--- src/rtl/fp_align_add.sv ---
// FP32 add/sub front-end: unpack, magnitude swap, align, add/subtract over 3 elastic stages.
// Build option: FPADD_DENORM_EN keeps subnormal operands instead of flushing them to zero.
module fp_align_add #(
  parameter int unsigned EXP_W = 8,
  parameter int unsigned MAN_W = 23
) (
  input  logic                   clk,
  input  logic                   rst,
  input  logic                   in_valid,
  output logic                   in_ready,
  input  logic [EXP_W+MAN_W:0]   a,
  input  logic [EXP_W+MAN_W:0]   b,
  input  logic                   op_sub,
  output logic                   out_valid,
  input  logic                   out_ready,
  output logic                   out_sign,
  output logic [EXP_W-1:0]       out_exp,
  output logic [MAN_W+1:0]       out_frac,
  output logic [1:0]             out_special
);

  localparam int unsigned W     = EXP_W + MAN_W + 1;
  localparam int unsigned SIG_W = MAN_W + 1;
  localparam int unsigned SUM_W = MAN_W + 2;

  localparam logic [1:0] SP_NONE = 2'b00;
  localparam logic [1:0] SP_INF  = 2'b01;
  localparam logic [1:0] SP_NAN  = 2'b10;

  // Elastic handshake: a stage loads when empty or when it hands off this cycle.
  logic s1_valid, s2_valid;
  logic s1_en, s2_en, s3_en;

  assign s3_en    = ~out_valid | out_ready;
  assign s2_en    = ~s2_valid | s3_en;
  assign s1_en    = ~s1_valid | s2_en;
  assign in_ready = s1_en;

  // Stage 1 combinational: unpack, classify specials, order operands by magnitude.
  logic             sa, sb_eff, b_gt, eff_sub_c, sign_c;
  logic [EXP_W-1:0] ea, eb, ea_eff, eb_eff, exp_x_c, diff_c;
  logic [MAN_W-1:0] ma, mb;
  logic [SIG_W-1:0] sig_a, sig_b, sig_x_c, sig_y_c;
  logic             a_nan, a_inf, b_nan, b_inf;
  logic [1:0]       special_c;

  always_comb begin
    sa        = a[W-1];
    ea        = a[W-2:MAN_W];
    ma        = a[MAN_W-1:0];
    sb_eff    = b[W-1] ^ op_sub;
    eb        = b[W-2:MAN_W];
    mb        = b[MAN_W-1:0];
    a_nan     = (&ea) & (|ma);
    a_inf     = (&ea) & ~(|ma);
    b_nan     = (&eb) & (|mb);
    b_inf     = (&eb) & ~(|mb);
`ifdef FPADD_DENORM_EN
    ea_eff    = (ea == '0) ? EXP_W'(1) : ea;
    eb_eff    = (eb == '0) ? EXP_W'(1) : eb;
`else
    if (ea == '0) ma = '0;
    if (eb == '0) mb = '0;
    ea_eff    = ea;
    eb_eff    = eb;
`endif
    sig_a     = {(ea != '0), ma};
    sig_b     = {(eb != '0), mb};
    b_gt      = {eb, mb} > {ea, ma};
    eff_sub_c = sa ^ sb_eff;
    if (b_gt) begin
      sig_x_c = sig_b;
      sig_y_c = sig_a;
      exp_x_c = eb_eff;
      diff_c  = eb_eff - ea_eff;
      sign_c  = sb_eff;
    end else begin
      sig_x_c = sig_a;
      sig_y_c = sig_b;
      exp_x_c = ea_eff;
      diff_c  = ea_eff - eb_eff;
      sign_c  = sa;
    end
    special_c = SP_NONE;
    if (a_nan | b_nan) begin
      special_c = SP_NAN;
      sign_c    = 1'b0;
    end else if (a_inf & b_inf) begin
      special_c = eff_sub_c ? SP_NAN : SP_INF;
      sign_c    = eff_sub_c ? 1'b0 : sa;
    end else if (a_inf) begin
      special_c = SP_INF;
      sign_c    = sa;
    end else if (b_inf) begin
      special_c = SP_INF;
      sign_c    = sb_eff;
    end
  end

  logic             s1_sign, s1_eff_sub;
  logic [1:0]       s1_special;
  logic [EXP_W-1:0] s1_exp, s1_diff;
  logic [SIG_W-1:0] s1_sig_x, s1_sig_y;

  // Stage 2 combinational: right-align the smaller significand, truncating shifted-out bits.
  logic [SUM_W-1:0] ysh_c;

  always_comb begin
    ysh_c = '0;
    if (s1_diff < EXP_W'(SUM_W)) ysh_c = {1'b0, s1_sig_y} >> s1_diff;
  end

  logic             s2_sign, s2_eff_sub;
  logic [1:0]       s2_special;
  logic [EXP_W-1:0] s2_exp;
  logic [SIG_W-1:0] s2_sig_x;
  logic [SUM_W-1:0] s2_ysh;

  // Stage 3 combinational: magnitude add/subtract; specials override the datapath.
  logic [SUM_W-1:0] sum_c, frac_c;
  logic [EXP_W-1:0] exp_c;
  logic             osign_c;

  always_comb begin
    sum_c   = s2_eff_sub ? ({1'b0, s2_sig_x} - s2_ysh) : ({1'b0, s2_sig_x} + s2_ysh);
    frac_c  = sum_c;
    exp_c   = s2_exp;
    osign_c = (sum_c == '0) ? 1'b0 : s2_sign;
    if (s2_special != SP_NONE) begin
      frac_c  = '0;
      exp_c   = '1;
      osign_c = s2_sign;
    end
  end

  // Valids and output registers.
  always_ff @(posedge clk) begin
    if (rst) begin
      s1_valid    <= 1'b0;
      s2_valid    <= 1'b0;
      out_valid   <= 1'b0;
      out_sign    <= 1'b0;
      out_exp     <= '0;
      out_frac    <= '0;
      out_special <= SP_NONE;
    end else begin
      if (s1_en) s1_valid <= in_valid;
      if (s2_en) s2_valid <= s1_valid;
      if (s3_en) out_valid <= s2_valid;
      if (s3_en && s2_valid) begin
        out_sign    <= osign_c;
        out_exp     <= exp_c;
        out_frac    <= frac_c;
        out_special <= s2_special;
      end
    end
  end

  // Internal stage payloads need no reset; they are qualified by the valids.
  always_ff @(posedge clk) begin
    if (s1_en && in_valid) begin
      s1_sign    <= sign_c;
      s1_eff_sub <= eff_sub_c;
      s1_special <= special_c;
      s1_exp     <= exp_x_c;
      s1_diff    <= diff_c;
      s1_sig_x   <= sig_x_c;
      s1_sig_y   <= sig_y_c;
    end
    if (s2_en && s1_valid) begin
      s2_sign    <= s1_sign;
      s2_eff_sub <= s1_eff_sub;
      s2_special <= s1_special;
      s2_exp     <= s1_exp;
      s2_sig_x   <= s1_sig_x;
      s2_ysh     <= ysh_c;
    end
  end

endmodule
--- config.mk ---
export PLATFORM = sky130hd
export DESIGN_NAME = fp_align_add
export DESIGN_NICKNAME = d
export VERILOG_FILES = /design/src/rtl/fp_align_add.sv
export SDC_FILE = /design/constraint.sdc
export NUM_CORES = 1
export LEC_CHECK = 0
export ABC_AREA = 1
export BUFFER_PORTS_ARGS = -buffer_cell sky130_fd_sc_hd__clkbuf_2
export CAP_MARGIN = 20
export CORE_MARGIN = 1
export CORE_UTILIZATION = 55
export DETAILED_ROUTE_END_ITERATION = 12
export HOLD_SLACK_MARGIN = 0.06
export PLACE_DENSITY_LB_ADDON = 0.1
export SLEW_MARGIN = 20
export SYNTH_ARGS = -nofsm -noshare
export SYNTH_HDL_FRONTEND = slang
export SYNTH_SLANG_ARGS = --single-unit
--- constraint.sdc ---
create_clock -name clk -period 7.84 [get_ports clk]
set_clock_uncertainty 0.1 [all_clocks]
set_input_delay 1.176 -clock clk [delete_from_list [all_inputs] [get_ports clk]]
set_output_delay 1.176 -clock clk [all_outputs]
set_load 0.03 [all_outputs]
==> load_flow_metrics.sql, run 1 <==
INSERT INTO impl_metrics (metric_group, metric, value, unit) VALUES
('finish', 'area_growth_from_synthesis_to_final_layout', '10.2', '%'),
('global_route', 'grt_max_degree', '72', ''),
('yosys', 'synth_warnings', '0', ''),
('cts', 'clock_insertion_delay_worst_skew', '0.43', 'ns'),
('global_route', 'grt_first_pass_wirelength', '46100', 'microns'),
('yosys', 'syn_inst', '1470', ''),
('cts', 'cts_root_buffer', 'sky130_fd_sc_hd__clkbuf_16', ''),
('setup_path', 'endpoint', 's1_sig_x[17]$_DFFE_PP_', ''),
('routing', 'drt-pass1-iter-count', '5', ''),
('cts', 'numClockSinks', '167', ''),
('sta', 'timing.setup.tns', '0', 'ns'),
('global_route', 'grt.total_usage', '27.7', '%'),
('setup_path', 'crit_required', '7.98', 'ns'),
('routing', 'post_drt_via_cell_ratio', '5.37', ''),
('setup_path', 'r2r_setup_slack', '4.14', 'ns'),
('routing', 'drc', '0', ''),
('pwr', 'vdd_ir_drop_max', '0.161', 'mV'),
('cts', 'clk_pin_slew', '0.07', 'ns'),
('setup_path', 'crit_fanout', '71', ''),
('floorplan', 'boundaryPins', '107', ''),
('finish', 'postLayoutCellArea', '0.0125', 'sq mm'),
('yosys', 'synth_largest_type_area_fraction', '33.8', '%'),
('cts', 'cts_tree', 'done', ''),
('setup_path', 'register_to_register_path_depth', '21', ''),
('sta', 'rsz_0062_raised_after_global_routing', 'false', ''),
('cts', 'clock_tree.buffer_depth', '2', ''),
('yosys', 'yosys.cell_count.top_type', 'sky130_fd_sc_hd__nand2_1', ''),
('place', 'routabilityCongestion', '0.949', ''),
('outcome', 'status', 'complete, no violations', ''),
('setup_path', 'start_point_of_the_critical_path', 'a[24]', ''),
('yosys', 'ys_top_cells_by_count', '431 x sky130_fd_sc_hd__nand2_1, 172 x sky130_fd_sc_hd__inv_1, 128 x sky130_fd_sc_hd__edfxtp_1, 124 x sky130_fd_sc_hd__nor2_1, 91 x sky130_fd_sc_hd__a21oi_1', ''),
('floorplan', 'floorplan.rows', '52', ''),
('pwr', 'power-per-cell-area', '198', 'mW/mm^2'),
('floorplan', 'die_h', '146', 'microns'),
('yosys', 'netlist_top_cells_area', 'sky130_fd_sc_hd__edfxtp_1 34%, sky130_fd_sc_hd__nand2_1 14%, sky130_fd_sc_hd__ha_1 7.2%', ''),
('finish', 'layout_cell_share_with_drive_strength_beyond_1', '12.6', '%'),
('sta', 'slew_headroom', '38.4', '%'),
('global_route', 'grt.overflow.total', '0', ''),
('routing', 'drt_first_iter_violations', '579', ''),
('global_route', 'grt_antenna_before_repair', '0', ''),
('job', 'timing.max_cap.violations', '0', ''),
('yosys', 'post-synth-top-area-cell', 'sky130_fd_sc_hd__edfxtp_1', ''),
('pwr', 'p_leak', '0.00571', 'uW'),
('routing', 'antenna_viol_nets_final', '0', ''),
('cts', 'postCtsSetupBuffers', '0', ''),
('routing', 'total_routed_wirelength', '28500', 'microns'),
('yosys', 'synth_fp_nets', '1607', ''),
('sta', 'finalSetupViolations', '0', ''),
('floorplan', 'floorplan.initialDensity', '56.2', '%'),
('sta', 'maxClockFrequency', '192', 'MHz'),
('yosys', 'number_of_enable_flip_flop_cells_after_synthesis', '128', ''),
('cts', 'cts_buffers', '17', ''),
('setup_path', 'critical_r2r_launch', 's2_ysh[3]$_SDFFCE_PP0P_', ''),
('yosys', 'synth_flop_cell', 'sky130_fd_sc_hd__edfxtp_1', ''),
('place', 'dpl_cell_area', '0.0120', 'sq mm'),
('floorplan', 'core', '0.0202', 'sq mm'),
('sta', 'layout_worst_path_cycle_share', '66.3', '%'),
('cts', 'ctsResizeCount', '0', ''),
('floorplan', 'die-width', '146', 'microns'),
('sta', 'hold_viol', '0', ''),
('place', 'port_buffers', '106', ''),
('routing', 'dr_total_vias', '9812', ''),
('routing', 'detail_route.wl_per_cell', '15.6', 'microns'),
('setup_path', 'worstSetupPathType', 'in2reg', ''),
('yosys', 'synthArstFlopShare', '0', '%'),
('floorplan', 'design.die.area', '0.0212', 'sq mm'),
('sta', 'worst_slew_pin_slew', '0.921', 'ns'),
('finish', 'design.final.nets', '1681', ''),
('finish', 'fill_cells', '1816', ''),
('yosys', 'avgSynthCellArea', '7.73', 'sq um'),
('sta', 'report.final.slew_viol_count', '0', '');
==> metrics by stage <==
step / setup slack [ns] / cells / total power (uW) / util (%) / hold slack (ns)
5_1_grt: 2.40 / 1827 / 2610 / 61.9 / 0.322
3_5_place_dp: 2.25 / 1795 / 1700 / 59.2 / 0.305
3_3_place_gp: 2.35 / 1795 / 1690 / 59.2 / 0.302
4_1_cts: 2.69 / 1827 / 2500 / 61.9 / 0.320
2_1_floorplan: 3.98 / 1470 / 1540 / - / 0.300
6_report: 2.64 / 1827 / 2480 / 61.9 / 0.318
==> how the worst min path moves through the flow <==
stage                                      start                     end  slack (ns)  cells after the start
after global routing      s1_sig_x[21]$_DFFE_PP_  s2_sig_x[21]$_DFFE_PP_        0.32                      0
after floorplan             s1_eff_sub$_DFFE_PP_    s2_eff_sub$_DFFE_PP_        0.30                      0
after CTS                 s1_sig_x[10]$_DFFE_PP_  s2_sig_x[10]$_DFFE_PP_        0.32                      0
after global placement     s1_sign$_SDFFCE_PP0P_       s2_sign$_DFFE_PP_        0.30                      0
after detailed placement     s1_exp[1]$_DFFE_PP_     s2_exp[1]$_DFFE_PP_        0.30                      0
final                       s1_eff_sub$_DFFE_PP_    s2_eff_sub$_DFFE_PP_        0.32                      0
==> final cells by class <==
| cell class | instances | area, sq um | share of cell area (%) |
|---|---|---|---|
| sequential | 167 | 4620 | 36.9 |
| timing repair buffer | 110 | 561 | 4.47 |
| multi-input combinational | 1070 | 5790 | 46.2 |
| clock inverter | 13 | 120 | 0.958 |
| clock buffer | 19 | 433 | 3.45 |
| tap | 270 | 338 | 2.70 |
| inverter | 178 | 671 | 5.35 |
==> layout by cell type, fill, tap and decap left out, types with 3 or more instances in the layout <==
master and instances:
sky130_fd_sc_hd__a211oi_1 3, sky130_fd_sc_hd__a21oi_1 91, sky130_fd_sc_hd__a21oi_2 3, sky130_fd_sc_hd__a31oi_1 8, sky130_fd_sc_hd__buf_4 4, sky130_fd_sc_hd__clkbuf_16 17
sky130_fd_sc_hd__clkbuf_2 106, sky130_fd_sc_hd__clkinv_2 4, sky130_fd_sc_hd__dfxtp_1 39, sky130_fd_sc_hd__edfxtp_1 128, sky130_fd_sc_hd__fa_1 3, sky130_fd_sc_hd__ha_1 65
sky130_fd_sc_hd__inv_1 170, sky130_fd_sc_hd__inv_2 6, sky130_fd_sc_hd__inv_6 4, sky130_fd_sc_hd__nand2_1 431, sky130_fd_sc_hd__nand2_2 5, sky130_fd_sc_hd__nand3_1 53
sky130_fd_sc_hd__nand3b_1 8, sky130_fd_sc_hd__nand4_1 27, sky130_fd_sc_hd__nor2_1 124, sky130_fd_sc_hd__nor3_1 24, sky130_fd_sc_hd__nor4_1 11, sky130_fd_sc_hd__o211ai_1 6
sky130_fd_sc_hd__o21a_1 4, sky130_fd_sc_hd__o21ai_0 80, sky130_fd_sc_hd__o21ai_1 20, sky130_fd_sc_hd__o21ai_2 5, sky130_fd_sc_hd__o221ai_1 4, sky130_fd_sc_hd__o22ai_1 5
sky130_fd_sc_hd__o22ai_2 19, sky130_fd_sc_hd__or2_2 6, sky130_fd_sc_hd__xnor2_1 13, sky130_fd_sc_hd__xor2_1 22
==> worst max-delay path, cell delays in order <==
cell and delay (ns):
sky130_fd_sc_hd__clkbuf_2 0.14, sky130_fd_sc_hd__inv_1 0.10, sky130_fd_sc_hd__nand4_1 0.09, sky130_fd_sc_hd__nor2_1 0.08, sky130_fd_sc_hd__inv_1 0.54, sky130_fd_sc_hd__nand2_1 0.23, sky130_fd_sc_hd__ha_1 0.36, sky130_fd_sc_hd__nand2_1 0.07
sky130_fd_sc_hd__inv_1 0.06, sky130_fd_sc_hd__nand3_1 0.12, sky130_fd_sc_hd__o21ai_0 0.25, sky130_fd_sc_hd__nand2_1 0.08, sky130_fd_sc_hd__o211ai_1 0.09, sky130_fd_sc_hd__nand2_1 0.08, sky130_fd_sc_hd__nand2_2 0.08, sky130_fd_sc_hd__nand2_4 0.34
sky130_fd_sc_hd__inv_4 0.56, sky130_fd_sc_hd__nand2_2 0.52, sky130_fd_sc_hd__o22ai_2 0.28
==> report_power, final <==
| group | leakage [uW] | internal [uW] | switching (uW) |
|---|---|---|---|
| Clock | 0.000270 | 441 | 353 |
| Combinational | 0.00385 | 201 | 415 |
| Sequential | 0.00159 | 1030 | 45.2 |
| Total | 0.00571 | 1670 | 813 |
==> layer usage <==
metal	global-route usage (%)	wire length (microns)
met3	3.42	1140
met2	47.7	13900
met1	35.9	12800
met5	0	0
met4	9.58	644
==> state kept, by name, summed over array words and instances, names as in the netlist, 8 cells and up <==
name	count
out_exp	8
out_frac	25
s1_diff	8
s1_exp	8
s1_sig_x	24
s1_sig_y	24
s2_exp	8
s2_sig_x	24
s2_ysh	24
==> cell families after synthesis <==
group | Yosys count | share of synthesized area [%]
AND/OR/NAND/NOR | 702 | 26.2
adder cells (fa/ha/maj) | 68 | 7.68
flip-flops | 167 | 40.7
XOR/XNOR | 35 | 2.70
AO/OA/AOI/OAI | 263 | 14.2
multiplexers | 2 | 0.176
buffers and inverters | 233 | 8.43
(Power assumes the default switching activity.)
==> run 2, diff against run 1 <==
==> constraint.sdc (replaced) <==
create_clock -name clk -period 5.23 [get_ports clk]
set_clock_uncertainty 0.1 [all_clocks]
set_input_delay 0.7845 -clock clk [delete_from_list [all_inputs] [get_ports clk]]
set_output_delay 0.7845 -clock clk [all_outputs]
set_load 0.03 [all_outputs]
==> load_flow_metrics.sql, run 2 (same netlist as run 1, synthesis figures left out) <==
INSERT INTO impl_metrics (metric_group, metric, value, unit) VALUES
('sta', 'finalSetupViolations', '0', ''),
('setup_path', 'register_to_register_path_depth', '21', ''),
('hold_path', 'hold_path.startpoint', 's1_sig_x[22]$_DFFE_PP_', ''),
('global_route', 'grt.overflow.total', '0', ''),
('setup_path', 'start_point_of_the_critical_path', 'a[24]', ''),
('floorplan', 'floorplan.initialDensity', '56.2', '%'),
('pwr', 'power-per-cell-area', '304', 'mW/mm^2'),
('pwr', 'p_int', '2620', 'uW'),
('hold_path', 'hold_path_depth', '0', ''),
('pwr', 'power_frac_comb', '24.3', '%'),
('pwr', 'netSwitchingFraction', '31.7', '%'),
('cts', 'clk_pin_slew', '0.07', 'ns'),
('setup_path', 'worst_r2r_endpoint', 'out_sign$_SDFFE_PP0P_', ''),
('setup_path', 'worstSetupPathType', 'in2reg', ''),
('place', 'port_buffers', '106', ''),
('setup_path', 'cp.buffers_inverters', '5', ''),
('finish', 'area_growth_from_synthesis_to_final_layout', '11.1', '%'),
('floorplan', 'floorplan.rows', '52', ''),
('routing', 'dr_total_vias', '9952', ''),
('sta', 'slew_headroom', '47.9', '%'),
('global_route', 'grt_first_pass_wirelength', '46600', 'microns'),
('setup_path', 'r2r_setup_slack', '1.49', 'ns'),
('setup_path', 'worstPathArrival', '4.18', 'ns'),
('job', 'timing.max_cap.violations', '0', ''),
('finish', 'largest_register_ffs', '25', ''),
('sta', 'hold_viol', '0', ''),
('setup_path', 'crit_fanout', '26', ''),
('floorplan', 'design.die.area', '0.0212', 'sq mm'),
('floorplan', 'die-width', '146', 'microns'),
('routing', 'antenna_viol_nets_final', '0', ''),
('setup_path', 'critical_path.top_delay_family', 'buffers and inverters', ''),
('pwr', 'seqPwrFrac', '42.0', '%'),
('hold_path', 'worst_hold_endpoint', 's2_sig_x[22]$_DFFE_PP_', ''),
('floorplan', 'die_h', '146', 'microns'),
('setup_path', 'critical_r2r_launch', 's2_ysh[3]$_SDFFCE_PP0P_', ''),
('cts', 'ctsResizeCount', '0', ''),
('cts', 'ctsHoldBuffers', '0', ''),
('floorplan', 'core', '0.0202', 'sq mm'),
('pwr', 'p_switching', '1210', 'uW'),
('sta', 'report.final.slew_viol_count', '0', ''),
('cts', 'cts_tree', 'done', ''),
('cts', 'postCtsSetupBuffers', '0', ''),
('place', 'dpl.cell_count', '1799', ''),
('cts', 'clock_tree.buffer_depth', '2', ''),
('routing', 'post_drt_via_cell_ratio', '5.44', ''),
('sta', 'rsz_0062_raised_after_global_routing', 'false', ''),
('outcome', 'status', 'complete, no violations', ''),
('setup_path', 'worst_setup_path_end_kind', 'register', ''),
('pwr', 'clockPowerShare', '33.7', '%'),
('cts', 'clock_insertion_delay_worst_skew', '0.43', 'ns'),
('setup_path', 'crit_path_cell_trace', 'clkbuf_2 -> inv_1 -> nand4_1 -> nor2_1 -> inv_1 -> nand2_1 -> ha_1 -> a21oi_1 -> nor2_1 -> a211oi_1 -> o211ai_1 -> nand2_1 -> nand2_2 -> nand2_4 -> inv_4 -> nand2_2 -> buf_4 -> o22ai_1', ''),
('sta', 'post-route-min-period', '4.12', 'ns'),
('finish', 'most_flops_register', 'out_frac', ''),
('routing', 'drc', '0', ''),
('place', 'dp_hpwl', '22800', 'microns'),
('finish', 'final_cells', '1831', ''),
('global_route', 'grt_antenna_before_repair', '0', ''),
('setup_path', 'cpPeakStageDelay', '0.56', 'ns'),
('cts', 'cts_root_buffer', 'sky130_fd_sc_hd__clkbuf_16', ''),
('finish', 'postLayoutCellArea', '0.0126', 'sq mm'),
('cts', 'numClockSinks', '167', ''),
('pwr', 'vdd_ir_drop_max', '0.215', 'mV'),
('finish', 'most_common_cell_after_layout_fill_and_taps_aside', 'sky130_fd_sc_hd__nand2_1', ''),
('finish', 'layout_cell_share_with_drive_strength_beyond_1', '12.8', '%'),
('global_route', 'grt.total_usage', '28.0', '%'),
('finish', 'fill_cells', '1857', ''),
('place', 'dpl_cell_area', '0.0120', 'sq mm'),
('pwr', 'p_leak', '0.00576', 'uW'),
('routing', 'detail_route.wl_per_cell', '15.8', 'microns'),
('routing', 'drt-pass1-iter-count', '7', ''),
('finish', 'antenna_diode_count', '0', ''),
('sta', 'timing.setup.tns', '0', 'ns'),
('finish', 'design.final.nets', '1685', ''),
('global_route', 'vias_in_the_first_global_route', '9277', ''),
('sta', 'maxClockFrequency', '243', 'MHz'),
('sta', 'worst_slew_pin_slew', '0.781', 'ns'),
('cts', 'cts_buffers', '17', ''),
('routing', 'drt_first_iter_violations', '641', ''),
('setup_path', 'slowest_stage', 'sky130_fd_sc_hd__inv_1', ''),
('hold_path', 'hold_path.class', 'reg2reg', ''),
('finish', 'layout_common_cells', '431 x sky130_fd_sc_hd__nand2_1, 170 x sky130_fd_sc_hd__inv_1, 128 x sky130_fd_sc_hd__edfxtp_1', ''),
('place', 'routabilityCongestion', '0.918', ''),
('cts', 'htreeDepth', '4', ''),
('finish', 'final_core_utilization', '62.4', '%'),
('global_route', 'grt_max_degree', '52', ''),
('sta', 'layout_worst_path_cycle_share', '78.8', '%'),
('routing', 'total_routed_wirelength', '28900', 'microns'),
('setup_path', 'crit_required', '5.29', 'ns'),
('floorplan', 'boundaryPins', '107', ''),
('setup_path', 'worstSetupStartpointType', 'primary input', '');
-- run 2: changes by cell type in the layout (fill, tap and decap cells not counted), sizes merged --
cell	change
clkinv	-4
clkbuf	+6
buf	+4
inv	-1
clkinvlp	-1
-- run 2: worst reg2reg max path, stage by stage (launching register included) --
cell                       delay (ns)
sky130_fd_sc_hd__edfxtp_1        0.45
sky130_fd_sc_hd__nor2_2          0.17
sky130_fd_sc_hd__nand4_2         0.16
sky130_fd_sc_hd__nor4_4          0.23
sky130_fd_sc_hd__nand3_1         0.18
sky130_fd_sc_hd__nor3_2          0.25
sky130_fd_sc_hd__nor2_1          0.12
sky130_fd_sc_hd__xnor2_1         0.16
sky130_fd_sc_hd__ha_1            0.39
sky130_fd_sc_hd__nand2_1         0.12
sky130_fd_sc_hd__inv_1           0.08
sky130_fd_sc_hd__nand2_1         0.11
sky130_fd_sc_hd__nor3_1          0.18
sky130_fd_sc_hd__nand2_1         0.12
sky130_fd_sc_hd__nand2_1         0.10
sky130_fd_sc_hd__nand2_1         0.07
sky130_fd_sc_hd__nand2_1         0.06
sky130_fd_sc_hd__nand3_1         0.10
sky130_fd_sc_hd__nand2_1         0.09
sky130_fd_sc_hd__nand3_1         0.09
sky130_fd_sc_hd__o21bai_1        0.19
sky130_fd_sc_hd__a21oi_1         0.08
-- run 2: stage by stage --
| step | setup WS, ns | hold WS, ns | total power, uW |
|---|---|---|---|
| global placement | 0.829 | 0.301 | 2550 |
| floorplan | 1.76 | 0.300 | 2310 |
| global route | 0.841 | 0.322 | 4030 |
| finish | 1.11 | 0.319 | 3830 |
| CTS | 1.21 | 0.319 | 3840 |
| detailed placement | 0.761 | 0.305 | 2560 |
-- run 2: worst max-delay path by stage --
stage / endpoint / slack [ns] / cells after the start
global route: s1_diff[7]$_DFFE_PP_ / 0.84 / 21
global placement: s1_sig_x[3]$_DFFE_PP_ / 0.83 / 18
floorplan: s1_sig_y[10]$_DFFE_PP_ / 1.76 / 19
detailed placement: s1_sig_x[10]$_DFFE_PP_ / 0.76 / 18
finish: s1_sig_x[3]$_DFFE_PP_ / 1.11 / 18
CTS: s1_sig_x[10]$_DFFE_PP_ / 1.21 / 18
-- run 2: layout make-up --
type                            count  area [sq um]  share of cell area [%]
Clock inverter                      7          78.8                   0.624
Sequential cell                   167          4620                    36.6
Tap cell                          270           338                    2.68
Clock buffer                       25           538                    4.26
Inverter                          178           671                    5.31
Multi-Input combinational cell   1070          5790                    45.8
Timing Repair Buffer              114           591                    4.68
-- run 2: power groups by stage --
stage | sequential (uW) | combinational (uW) | clock [uW]
final | 1610 | 931 | 1290
after global routing | 1620 | 1050 | 1370
after CTS | 1610 | 926 | 1310
after detailed placement | 1640 | 920 | 0
after global placement | 1640 | 910 | 0
after floorplan | 1610 | 704 | 0
-- run 2: layer usage --
layer	vias to the layer above	global-route usage (%)	part of all wire, %
met5	-	0	0
met4	0	9.11	2.1
met3	46	3.39	4.7
met2	294	48.2	49
met1	4538	36.6	44
li1	5074	-	-
